$ cat config.mk
export PLATFORM = sky130hd
export DESIGN_NAME = key_debounce
export DESIGN_NICKNAME = d
export VERILOG_FILES = /design/src/rtl/key_debounce.sv
export SDC_FILE = /design/constraint.sdc
export NUM_CORES = 1
export LEC_CHECK = 0
export ABC_AREA = 1
export BUFFER_PORTS_ARGS = -buffer_cell sky130_fd_sc_hd__buf_2
export CAP_MARGIN = 20
export CORE_AREA = 3 3 121 123
export CTS_CLUSTER_DIAMETER = 120
export DETAILED_ROUTE_END_ITERATION = 12
export DIE_AREA = 0 0 124 126
export PLACE_DENSITY = 0.68
export SLEW_MARGIN = 20
export SYNTH_ARGS = -nofsm -noshare
export SYNTH_HDL_FRONTEND = slang
export SYNTH_SLANG_ARGS = --single-unit
$ cat constraint.sdc
create_clock -name sys_clk -period 1.5 [get_ports sys_clk]
set_clock_uncertainty 0.05 [all_clocks]
set_input_delay 0.3 -clock sys_clk [delete_from_list [all_inputs] [get_ports sys_clk]]
set_output_delay 0.3 -clock sys_clk [all_outputs]
set_load 0.02 [all_outputs]
$ cat src/rtl/key_debounce.sv
// key_debounce: synchronises active-low push-button pins to sys_clk and
// debounces each key independently. Produces clean active-low levels,
// one-cycle press/release strobes, an any-key flag and a priority-encoded
// key code (lowest pressed index wins).
module key_debounce #(
  parameter int N_KEYS          = 4,
  parameter int DEBOUNCE_CYCLES = 1_000_000,
  parameter int CNT_W           = $clog2(DEBOUNCE_CYCLES)
) (
  input  logic                      sys_clk,
  input  logic                      rst,
  input  logic [N_KEYS-1:0]         key_in,
  output logic [N_KEYS-1:0]         key_out,
  output logic [N_KEYS-1:0]         key_press,
  output logic [N_KEYS-1:0]         key_release,
  output logic                      key_any,
  output logic [$clog2(N_KEYS)-1:0] key_code
);

  localparam int KC_W = $clog2(N_KEYS);
  localparam logic [CNT_W-1:0] CNT_TERM = CNT_W'(DEBOUNCE_CYCLES - 1);
  localparam logic [CNT_W-1:0] CNT_ONE  = CNT_W'(1);

  typedef enum logic [1:0] {
    REL    = 2'd0,
    WAIT_P = 2'd1,
    PRS    = 2'd2,
    WAIT_R = 2'd3
  } state_t;

  logic [N_KEYS-1:0] sync1_q;
  logic [N_KEYS-1:0] sync2_q;

  // Per-key "debounce accepted" flags; a set bit means the level flips on this edge.
  logic [N_KEYS-1:0] acc_press;
  logic [N_KEYS-1:0] acc_release;

  logic [N_KEYS-1:0] key_out_q;
  logic [N_KEYS-1:0] key_out_d;
  logic [N_KEYS-1:0] key_press_q;
  logic [N_KEYS-1:0] key_release_q;
  logic              key_any_q;
  logic              key_any_d;
  logic [KC_W-1:0]   key_code_q;
  logic [KC_W-1:0]   key_code_d;

  // Two-flop synchroniser for the asynchronous key pins; idles released (1).
  always_ff @(posedge sys_clk) begin
    if (rst) begin
      sync1_q <= '1;
      sync2_q <= '1;
    end else begin
      sync1_q <= key_in;
      sync2_q <= sync1_q;
    end
  end

  for (genvar i = 0; i < N_KEYS; i++) begin : g_key
    state_t           state_q;
    logic [CNT_W-1:0] cnt_q;

    // The terminal compare is shared by the FSM and the output/strobe registers.
    assign acc_press[i]   = (state_q == WAIT_P) && !sync2_q[i] && (cnt_q == CNT_TERM);
    assign acc_release[i] = (state_q == WAIT_R) &&  sync2_q[i] && (cnt_q == CNT_TERM);

    // Per-key debounce FSM: any opposite-level sample restarts the attempt.
    always_ff @(posedge sys_clk) begin
      if (rst) begin
        state_q <= REL;
        cnt_q   <= '0;
      end else begin
        case (state_q)
          REL: begin
            if (!sync2_q[i]) begin
              state_q <= WAIT_P;
              cnt_q   <= CNT_ONE;
            end
          end
          WAIT_P: begin
            if (sync2_q[i]) begin
              state_q <= REL;
              cnt_q   <= '0;
            end else if (acc_press[i]) begin
              state_q <= PRS;
              cnt_q   <= '0;
            end else begin
              cnt_q <= cnt_q + CNT_ONE;
            end
          end
          PRS: begin
            if (sync2_q[i]) begin
              state_q <= WAIT_R;
              cnt_q   <= CNT_ONE;
            end
          end
          WAIT_R: begin
            if (!sync2_q[i]) begin
              state_q <= PRS;
              cnt_q   <= '0;
            end else if (acc_release[i]) begin
              state_q <= REL;
              cnt_q   <= '0;
            end else begin
              cnt_q <= cnt_q + CNT_ONE;
            end
          end
          default: begin
            state_q <= REL;
            cnt_q   <= '0;
          end
        endcase
      end
    end
  end

  // Next debounced level plus the any/code summaries derived from it, so all
  // of them update on the same edge.
  always_comb begin
    key_out_d  = (key_out_q & ~acc_press) | acc_release;
    key_any_d  = ~&key_out_d;
    key_code_d = '0;
    for (int k = N_KEYS - 1; k >= 0; k--) begin
      if (!key_out_d[k]) key_code_d = KC_W'(k);
    end
  end

  // Registered outputs; strobes are high only on the edge the level flips.
  always_ff @(posedge sys_clk) begin
    if (rst) begin
      key_out_q     <= '1;
      key_press_q   <= '0;
      key_release_q <= '0;
      key_any_q     <= 1'b0;
      key_code_q    <= '0;
    end else begin
      key_out_q     <= key_out_d;
      key_press_q   <= acc_press;
      key_release_q <= acc_release;
      key_any_q     <= key_any_d;
      key_code_q    <= key_code_d;
    end
  end

  assign key_out     = key_out_q;
  assign key_press   = key_press_q;
  assign key_release = key_release_q;
  assign key_any     = key_any_q;
  assign key_code    = key_code_q;

endmodule

After elaboration in Yosys (flattened, before gate mapping)
Index checks and enable logic that the tools add are counted.
{ "word_totals": {"register_bits": 111, "in_bits": 6, "output_inout_bits": 15, "wordCells": 152} }
{ "op_classes": {"n_addsub": 4, "eq_ne": 32, "muxes": 59, "bitwise_logic": 5, "reduce_logical": 36} }
{ "op_table": {"columns": ["op", "count"], "rows": [
  ["$mux 20", 24],
  ["$pmux 20 s4", 4],
  ["$add 20x1->20 const B", 4],
  ["$eq 20x20->1 const B", 4],
  ["$mux 2", 26],
  ["$pmux 2 s4", 4],
  ["$ne 3x3->1 const B", 8],
  ["$reduce_and 4->1", 5],
  ["$eq 2x2->1 const B", 8],
  ["$logic_and 1x1->1", 16],
  ["$ne 2x2->1 const B", 8],
  ["$eq 2x1->1 const B", 4],
  ["$logic_not 2->1", 4],
  ["$reduce_and 2->1", 4],
  ["$logic_not 1->1", 5],
  ["$and 4x4->4", 1],
  ["$not 4->4", 1],
  ["$or 4x4->4", 1],
  ["$reduce_or 3->1", 1],
  ["$not 1->1", 2],
  ["$reduce_or 2->1", 1],
  ["$mux 1", 1]
]} }

Depth between registers and ports, before layout
Gate-level depths: netlist of the first run.
{ "logic_depth": {"depth_word": 9, "mapped_depth": 12} }

Worst setup path after synthesis of the first run
OpenSTA, ideal clock, no wires.
{ "synth_timing": {"path_type": "flip-flop to flip-flop", "startpoint": "register g_key[1].cnt_q[0]", "endpoint": "register with a tool-made name", "setup_ps": 113, "t_arrival_ps": 1454, "path_slack_ps": -116, "stages_incl_launch_ff": 13, "n_path_buf": 0, "synth_period_minus_slack_ps": 1616, "path_cell_list": "dfxtp_1 -> ha_1 -> nand3_2 -> nor2_4 -> nand2_4 -> nor2_4 -> nand2_2 -> nand2_2 -> nand2_2 -> clkinv_2 -> nand2_1 -> nand2_1 -> nor2_1"} }
{ "synth_lines": {"columns": ["element", "line_no", "source"], "rows": [
  ["start, declared", "60", "logic [CNT_W-1:0] cnt_q;"],
  ["start signal, assigned", "87", "cnt_q <= cnt_q + CNT_ONE;"],
  ["start signal, assigned", "104", "cnt_q <= cnt_q + CNT_ONE;"]
]} }

Worst setup path after layout of the first run
{ "layout_timing": {"startpoint": "register g_key[2].cnt_q[0]", "endpoint": "register g_key[2].cnt_q[15]"} }
{ "layout_between": {"elab_chain_cells": 5, "elab_cells_between_ends": 9, "classes_between": "1 x add/sub; 1 x eq/ne; 5 x mux; 2 x reduce/logical"} }
{ "layout_rtl": {"columns": ["element", "line_no", "source"], "rows": [
  ["start, declared", "60", null],
  ["start signal, assigned", "87", null],
  ["start signal, assigned", "104", null],
  ["parallel branches: the longest is 4 deep, another holds $add 20x1->20", null, null],
  ["$pmux 20 s4 (*)", "72", "case (state_q)"]
]} }
Every way passes the cells marked *.
A chain may end at the register's enable or synchronous reset.

==> results of run 1 <==
## metal layers
metal  part of all wire (%)  vias to the layer above  global-route usage [%]  wire length, um
met2                     50                      181                    35.4             8960
met5                      0                        -                       0                0
met4                    1.7                        0                    4.51              306
met1                     44                     3173                    29.5             7930
met3                    4.9                       32                    5.03              881
li1                       -                     3462                       -                -
## worst max-delay path, delay by kind of cell, from the launching register on
family / cells / cell delay, ns
adder cells (fa/ha/maj): 1 / 0.15
flip-flops: 1 / 0.35
buffers and inverters: 2 / 0.20
AND/OR/NAND/NOR: 5 / 0.66
AO/OA/AOI/OAI: 1 / 0.10
## state kept, by name, summed over array words and instances (netlist names), named ones only
signal         cells
g_key.cnt_q       80
g_key.state_q      4
key_any            1
key_code           2
key_out            4
key_press          4
key_release        4
sync1_q            4
sync2_q            4
## path summary, 6_finish.rpt
path	endpoint	slack, ns	cells past startpoint
setup / recovery	g_key[2].cnt_q[15]	-0.12	9
hold / removal	sync1_q[3]	0.07	2
setup reg to reg	g_key[2].cnt_q[15]	-0.12	9
hold reg to reg	sync2_q[1]	0.36	1
## cells by family (layout without fill, tap and decap cells)
family	Yosys count	after routing	synth area share, %
AO/OA/AOI/OAI	141	141	12.2
XOR/XNOR	7	7	1.00
flip-flops	111	111	36.3
buffers and inverters	135	323	9.09
adder cells (fa/ha/maj)	4	4	0.819
AND/OR/NAND/NOR	554	554	40.5
## what timing repair did
| action | in CTS | in global routing |
|---|---|---|
| setup endpoints to repair | 68 | 94 |
| cloned | 0 | 2 |
| gates resized for setup | 72 | 204 |
| pin swaps | 31 | 79 |
| buffers inserted | 12 | 18 |
## per-stage QoR
step	setup TNS [ns]	utilization (%)	instance area [um2]	cells	setup slack, ns
after floorplan	-0.00999	-	6190	952	-0.00999
after global placement	-4.17	54.5	7510	1276	-0.267
after detailed placement	-5.58	54.5	7510	1276	-0.284
after CTS	-0.803	59.3	8170	1303	-0.0702
after global routing	-10.29	65.5	9020	1320	-0.210
final	-3.30	65.5	9020	1320	-0.122
## power by group
part	switching (uW)	total, uW	internal [uW]	leakage, uW
clock	1150	2500	1350	0.000147
combinational	449	735	285	0.00252
sequential	44.9	3050	3000	0.000911
total	1640	6280	4640	0.00358
## Yosys cell counts (all sizes together) (3+ instances only)
cell	number
xor2	5
nand2	274
nand4	24
dfxtp	111
nor4	7
nor3	26
inv	108
o31ai	3
ha	4
clkbuf	12
o21ai	48
buf	11
nand3	86
clkinv	4
a21oi	80
or2	12
o21bai	3
nor2	121
## final cells by class
class                      count  area (um2)  area share (%)
clock buffer                  10         239            2.65
clock inverter                 5        66.3           0.735
inverter                     112         447            4.95
multi-input combinational    706        4220            46.8
sequential                   111        2260            25.1
tap                          180         225            2.50
timing repair buffer         195        1550            17.2
timing repair inverter         1        11.3           0.125
## layout by cell type, fill, tap and decap left out, drive strengths merged
| cell type | instances |
|---|---|
| a21boi | 2 |
| a21oi | 80 |
| a31oi | 2 |
| buf | 194 |
| bufinv | 1 |
| clkbuf | 11 |
| clkinv | 6 |
| clkinvlp | 1 |
| dfxtp | 111 |
| ha | 4 |
| inv | 110 |
| nand2 | 274 |
| nand3 | 86 |
| nand3b | 2 |
| nand4 | 24 |
| nor2 | 121 |
| nor3 | 26 |
| nor3b | 2 |
| nor4 | 7 |
| o21a | 1 |
| o21ai | 48 |
| o21bai | 3 |
| o22ai | 2 |
| o31ai | 3 |
| or2 | 12 |
| xnor2 | 2 |
| xor2 | 5 |
==> results by group, run 1 <==
Outcome
  – Outcome: complete, but fails checks
  – Failing checks: negative setup slack

Critical path
  – CP max-delay cell: dfxtp_2
  – Crit Path Max Fanout: 9
  – Setup CP Type: register to register
  – CP arrival: 1.83 ns
  – CP startpoint: g_key[2].cnt_q[0]
  – Critical path endpoint category: register
  – Reg-to-reg startpoint: g_key[2].cnt_q[0]
  – Critical Path Source Type: register
  – Crit path cell chain: ha_4 > nand2_4 > nor3b_4 > nand3_2 > nand2_4 > inv_8 > buf_8 > a21oi_2 > nor2_1
  – Delay of the slowest critical-path stage: 0.35 ns
  – Req. time, crit path: about 1.7 ns
  – Crit path top cell by count: nand2_4

Clocking
  – Max Buffers Root-to-Sink: 2
  – Post-CTS Hold Buffers: 0
  – Clock Sinks: around 110
  – Num CTS Buffers: 9
  – Root buf cell: clkbuf_16
  – TritonCTS clock tree: yes
  – Worst-path clk slew: ~0.070 ns
  – Latest clock arrival within the worst-skew pair: 0.36 ns
  – H-tree depth: 3

Timing
  – RSZ-0062 raised after global routing: yes
  – Final setup viols: 53
  – Post-route setup slack: -0.122 ns
  – Post-route clock period utilization: 108%
  – Max Fclk: 616 MHz
  – Crit path time final: ~1.6 ns
  – Final hold vios: 0
  – Worst-Margin Slew: 0.373 ns
  – WHS: 0.0655 ns
  – Slew Viols, Final: 0
  – Relative slew slack: 74.9%

Finish
  – Area delta synth->final: 47.6%
  – Antenna cells: 0
  – Fillcell total: roughly 1,200
  – Share of layout cells above drive strength 1: about two fifths
  – Post-layout nets: 1,146

Run
  – Max-Cap Viols: 0

Floorplan
  – Core ar.: 0.0138 mm2
  – Row count: 43
  – Starting Density: 44.4%
  – Chip Width: 124 um
  – Die area: 0.0156 mm2
  – Die Y: roughly 130 um
  – IO Pins: 21

Synth
  – EDFF count, synth: 0
  – Net Count, Synth: 962
  – Synth async-reset ratio: 0%
  – Yosys warns: 0
  – Most common flop cell mapped by yosys: dfxtp_1
  – Top-area cell type share of the netlist area: 36.3%
  – Synth top area cells: dfxtp_1 (36%), nand2_1 (16%), nor2_1 (6.7%), nand3_1 (6.6%), a21oi_1 (6.5%)
  – Yosys cell types: 38
  – Synth Instances: 952
  – Register bit count reported by yosys: 111
  – Post-Syn Area per Cell: 6.42 um2
  – Sequential fraction of the synthesis area: 36.3%
  – Synthesized area: between 0.006 and 0.007 mm2
  – Synth area leader: dfxtp_1

Pwr
  – Pwr/cell area: 696 mW/mm2
  – LEAKAGE: 0.00358 uW
  – Worst IR Drop VDD: 0.795 mV
  – Overall Power: 6280 uW

Routing
  – Via count: slightly below 7,000
  – # DRC: 0
  – ANT nets after route: 0
  – WL final: 18,100 um
  – Vias per cell: 5.19
  – Drt first pass iters: 5
  – DR iter-0 viols: 504
  – WL/cell: about 14 um

Global routing
  – Antenna violations before repair: 0
  – First-pass GRT wire length: 27,800 um
  – Largest net degree at the start of global routing: 34
  – Gr ovfl total: 0
  – Number of global-route vias before repair: 6,012
  – Global-route usage over all layers: 21.8%

Place
  – Hpwl dp: 11,800 um
  – IO Port Bufs: 20
  – GPL Wtd Cong: 0.941

Worst hold path
  – Hold_sp: key_in[3]
  – Min-Delay Path Class: input port to register
(Power assumes the default switching activity.)
==> run 2: changes to the inputs <==
--- a/config.mk
+++ b/config.mk
@@ -8,11 +8,11 @@
 export ABC_AREA = 1
 export BUFFER_PORTS_ARGS = -buffer_cell sky130_fd_sc_hd__buf_2
 export CAP_MARGIN = 20
-export CORE_AREA = 3 3 121 123
+export CORE_AREA = 2 2 120 122
 export CTS_CLUSTER_DIAMETER = 120
 export DETAILED_ROUTE_END_ITERATION = 12
-export DIE_AREA = 0 0 124 126
-export PLACE_DENSITY = 0.68
+export DIE_AREA = 0 0 122 124
+export PLACE_DENSITY = 0.66
 export SLEW_MARGIN = 20
 export SYNTH_ARGS = -nofsm -noshare
 export SYNTH_HDL_FRONTEND = slang
==> constraint.sdc (replaced) <==
create_clock -name sys_clk -period 2 [get_ports sys_clk]
set_clock_uncertainty 0.05 [all_clocks]
set_input_delay 0.4 -clock sys_clk [delete_from_list [all_inputs] [get_ports sys_clk]]
set_output_delay 0.4 -clock sys_clk [all_outputs]
set_load 0.02 [all_outputs]
==> run 2 against run 1 <==
  * The flow now finishes without violations
  * Utilization is 16 points lower
  * Largest cell class unchanged
  * Combinational power is 45% lower
  * Flip-flop and latch count stayed put
  * Total power down 26%
  * Cell count fell by 12%
  * Hold slack gained 0.10 ns
==> results by group, run 2 (synthesized netlist as in run 1, its figures left out) <==
Pwr
  – Pwr/cell area: 684 mW/mm2 (was 696 mW/mm2)
  – LEAKAGE: 0.00246 uW (was 0.00358 uW)
  – Worst IR Drop VDD: 0.573 mV (was 0.795 mV)

Global routing
  – Number of global-route vias before repair: 5,225 (was 6,012)
  – Largest net degree at the start of global routing: 72 (was 34)
  – Global-route usage over all layers: 19.9% (was 21.8%)
  – Antenna violations before repair: 0 (unchanged)
  – Gr ovfl total: 0 (unchanged)
  – First-pass GRT wire length: 24,300 um (was 27,800 um)

Place
  – Hpwl dp: 10,100 um (was 11,800 um)
  – GPL Wtd Cong: 0.892 (was 0.941)
  – IO Port Bufs: 20 (unchanged)
  – Worst slack, placed: 0.0164 ns (was -0.284 ns)

Clocking
  – Latest clock arrival within the worst-skew pair: 0.36 ns (about the same)
  – Post-CTS Hold Buffers: 0 (unchanged)
  – TritonCTS clock tree: yes (unchanged)
  – Clock Sinks: 111 (unchanged)
  – Num CTS Buffers: 9 (unchanged)
  – Worst-path clk slew: 0.07 ns (about the same)
  – Max Buffers Root-to-Sink: 2 (unchanged)
  – Root buf cell: clkbuf_16 (unchanged)
  – H-tree depth: 3 (unchanged)

Critical path
  – Crit path cell chain: ha_4 > nand3_2 > nor2_4 > nand2_4 > nor2_4 > nand3b_1 > nand2_1 > nand2_1 > nand2_1 > nand2_1 > nand2_1 (was ha_4 > nand2_4 > nor3b_4 > nand3_2 > nand2_4 > inv_8 > buf_8 > a21oi_2 > nor2_1)
  – CP max-delay cell: dfxtp_1 (was dfxtp_2)
  – Crit path buf inv count: 0 (was 2)
  – Req. time, crit path: 2.25 ns (was 1.71 ns)
  – Setup CP Type: register to register (unchanged)
  – Crit path top cell by count: nand2_1 (was nand2_4)
  – Crit Path Max Fanout: 5 (was 9)
  – CP arrival: 2.08 ns (was 1.83 ns)
  – CP startpoint: g_key[1].cnt_q[0] (was g_key[2].cnt_q[0])
  – Reg-to-reg startpoint: g_key[1].cnt_q[0] (was g_key[2].cnt_q[0])
  – Critical path endpoint category: register (unchanged)
  – Delay of the slowest critical-path stage: 0.42 ns (was 0.35 ns)
  – Critical Path Source Type: register (unchanged)
  – Family with the most delay on the worst path: simple AND/OR/NAND/NOR gates (unchanged)

Floorplan
  – IO Pins: 21 (unchanged)
  – Starting Density: 44.6% (was 44.4%)
  – Core ar.: 0.0137 mm2 (was 0.0138 mm2)
  – Die Y: 124 um (was 126 um)
  – Die area: 0.0151 mm2 (was 0.0156 mm2)
  – Chip Width: 122 um (was 124 um)
  – Row count: 43 (unchanged)

Timing
  – Post-route setup slack: 0.164 ns (was -0.122 ns)
  – Relative slew slack: 66.8% (was 74.9%)
  – Final setup viols: 0 (was 53)
  – WHS: 0.167 ns (was 0.0655 ns)
  – Final hold vios: 0 (unchanged)
  – Crit path time final: 1.84 ns (was 1.62 ns)
  – Worst-Margin Slew: 0.495 ns (was 0.373 ns)
  – RSZ-0062 raised after global routing: no (was yes)
  – Slew Viols, Final: 0 (unchanged)
  – Max Fclk: 545 MHz (was 616 MHz)
  – Post-route clock period utilization: 91.8% (was 108%)
  – Setup TNS: 0 ns (was -3.30 ns)

Routing
  – Vias per cell: 5.05 (was 5.19)
  – ANT nets after route: 0 (unchanged)
  – Drt first pass iters: 5 (unchanged)
  – # DRC: 0 (unchanged)
  – WL final: 14,300 um (was 18,100 um)
  – WL/cell: 12.3 um (was 13.7 um)
  – DR iter-0 viols: 398 (was 504)
  – Via count: 5,866 (was 6,848)

Finish
  – Final core occ: 49.6% (was 65.5%)
  – Post-layout nets: 986 (was 1,146)
  – Most frequent cells in the layout: nand2_1 (266), dfxtp_1 (111), nor2_1 (109) (was nand2_1 (234), buf_4 (152), inv_1 (97))
  – Max reg flops: 80 (unchanged)
  – Antenna cells: 0 (unchanged)
  – Area delta synth->final: 11.2% (was 47.6%)
  – Largest Register: g_key.cnt_q (unchanged)
  – Fillcell total: 1,419 (was 1,150)
  – Most common cell after layout, fill and taps aside: nand2_1 (unchanged)
  – Share of layout cells above drive strength 1: 9.89% (was 39.0%)

Worst hold path
  – Hold_sp: key_in[2] (was key_in[3])
  – Min-Delay Path Class: input port to register (unchanged)

Outcome
  – Outcome: completed (was complete, but fails checks)

Run
  – Max-Cap Viols: 0 (unchanged)
run 2: worst register-to-register path, cell delays in order (launching register included):
cell      delay, ns
dfxtp_1        0.42
ha_4           0.19
nand3_2        0.13
nor2_4         0.19
nand2_4        0.09
nor2_4         0.16
nand3b_1       0.10
nand2_1        0.10
nand2_1        0.09
nand2_1        0.11
nand2_1        0.06
nand2_1        0.08
run 2: path summary, 6_finish.rpt:
check / to / slack, ns / cells past startpoint
max reg2reg: key_any / 0.16 / 11
min reg2reg: sync2_q[2] / 0.37 / 1
min: sync1_q[2] / 0.17 / 2
max: key_any / 0.16 / 11
run 2: area by class of cell:
class	count	area, um2	share of cell area, %
clock buffer	9	225	3.31
sequential	111	2220	32.7
inverter	112	424	6.24
tap	180	225	3.31
clock inverter	7	97.6	1.43
multi-input combinational	706	3360	49.4
timing repair buffer	36	245	3.61
run 2: what timing repair did:
item | 4_1_cts | 5_1_grt
gates resized for setup | 0 | 4
setup buffers | 0 | 2
endpoints found under the setup margin | 0 | 18
run 2: per-layer routing:
layer  wire length [um]  global-route usage, %  vias to the layer above
met5                  0                      0                        -
met4                144                   4.60                        0
met3                619                   4.58                       11
met2               6210                   31.4                       92
met1               7340                   27.6                     2623
li1                   -                      -                     3140
run 2: report_power, final:
group          internal, uW  leakage [uW]  switching, uW
clock network          1100      0.000152            864
logic                   134       0.00141            267
registers              2250      0.000898           35.3
total                  3490       0.00246           1170
run 2: metrics by stage:
step	power [uW]	instance area [um2]	cells
6_report	4650	6800	1161
5_1_grt	4850	6800	1161
4_1_cts	4700	6760	1159
3_5_place_dp	2730	6440	1143
3_3_place_gp	2730	6440	1143
2_1_floorplan	2590	6110	952
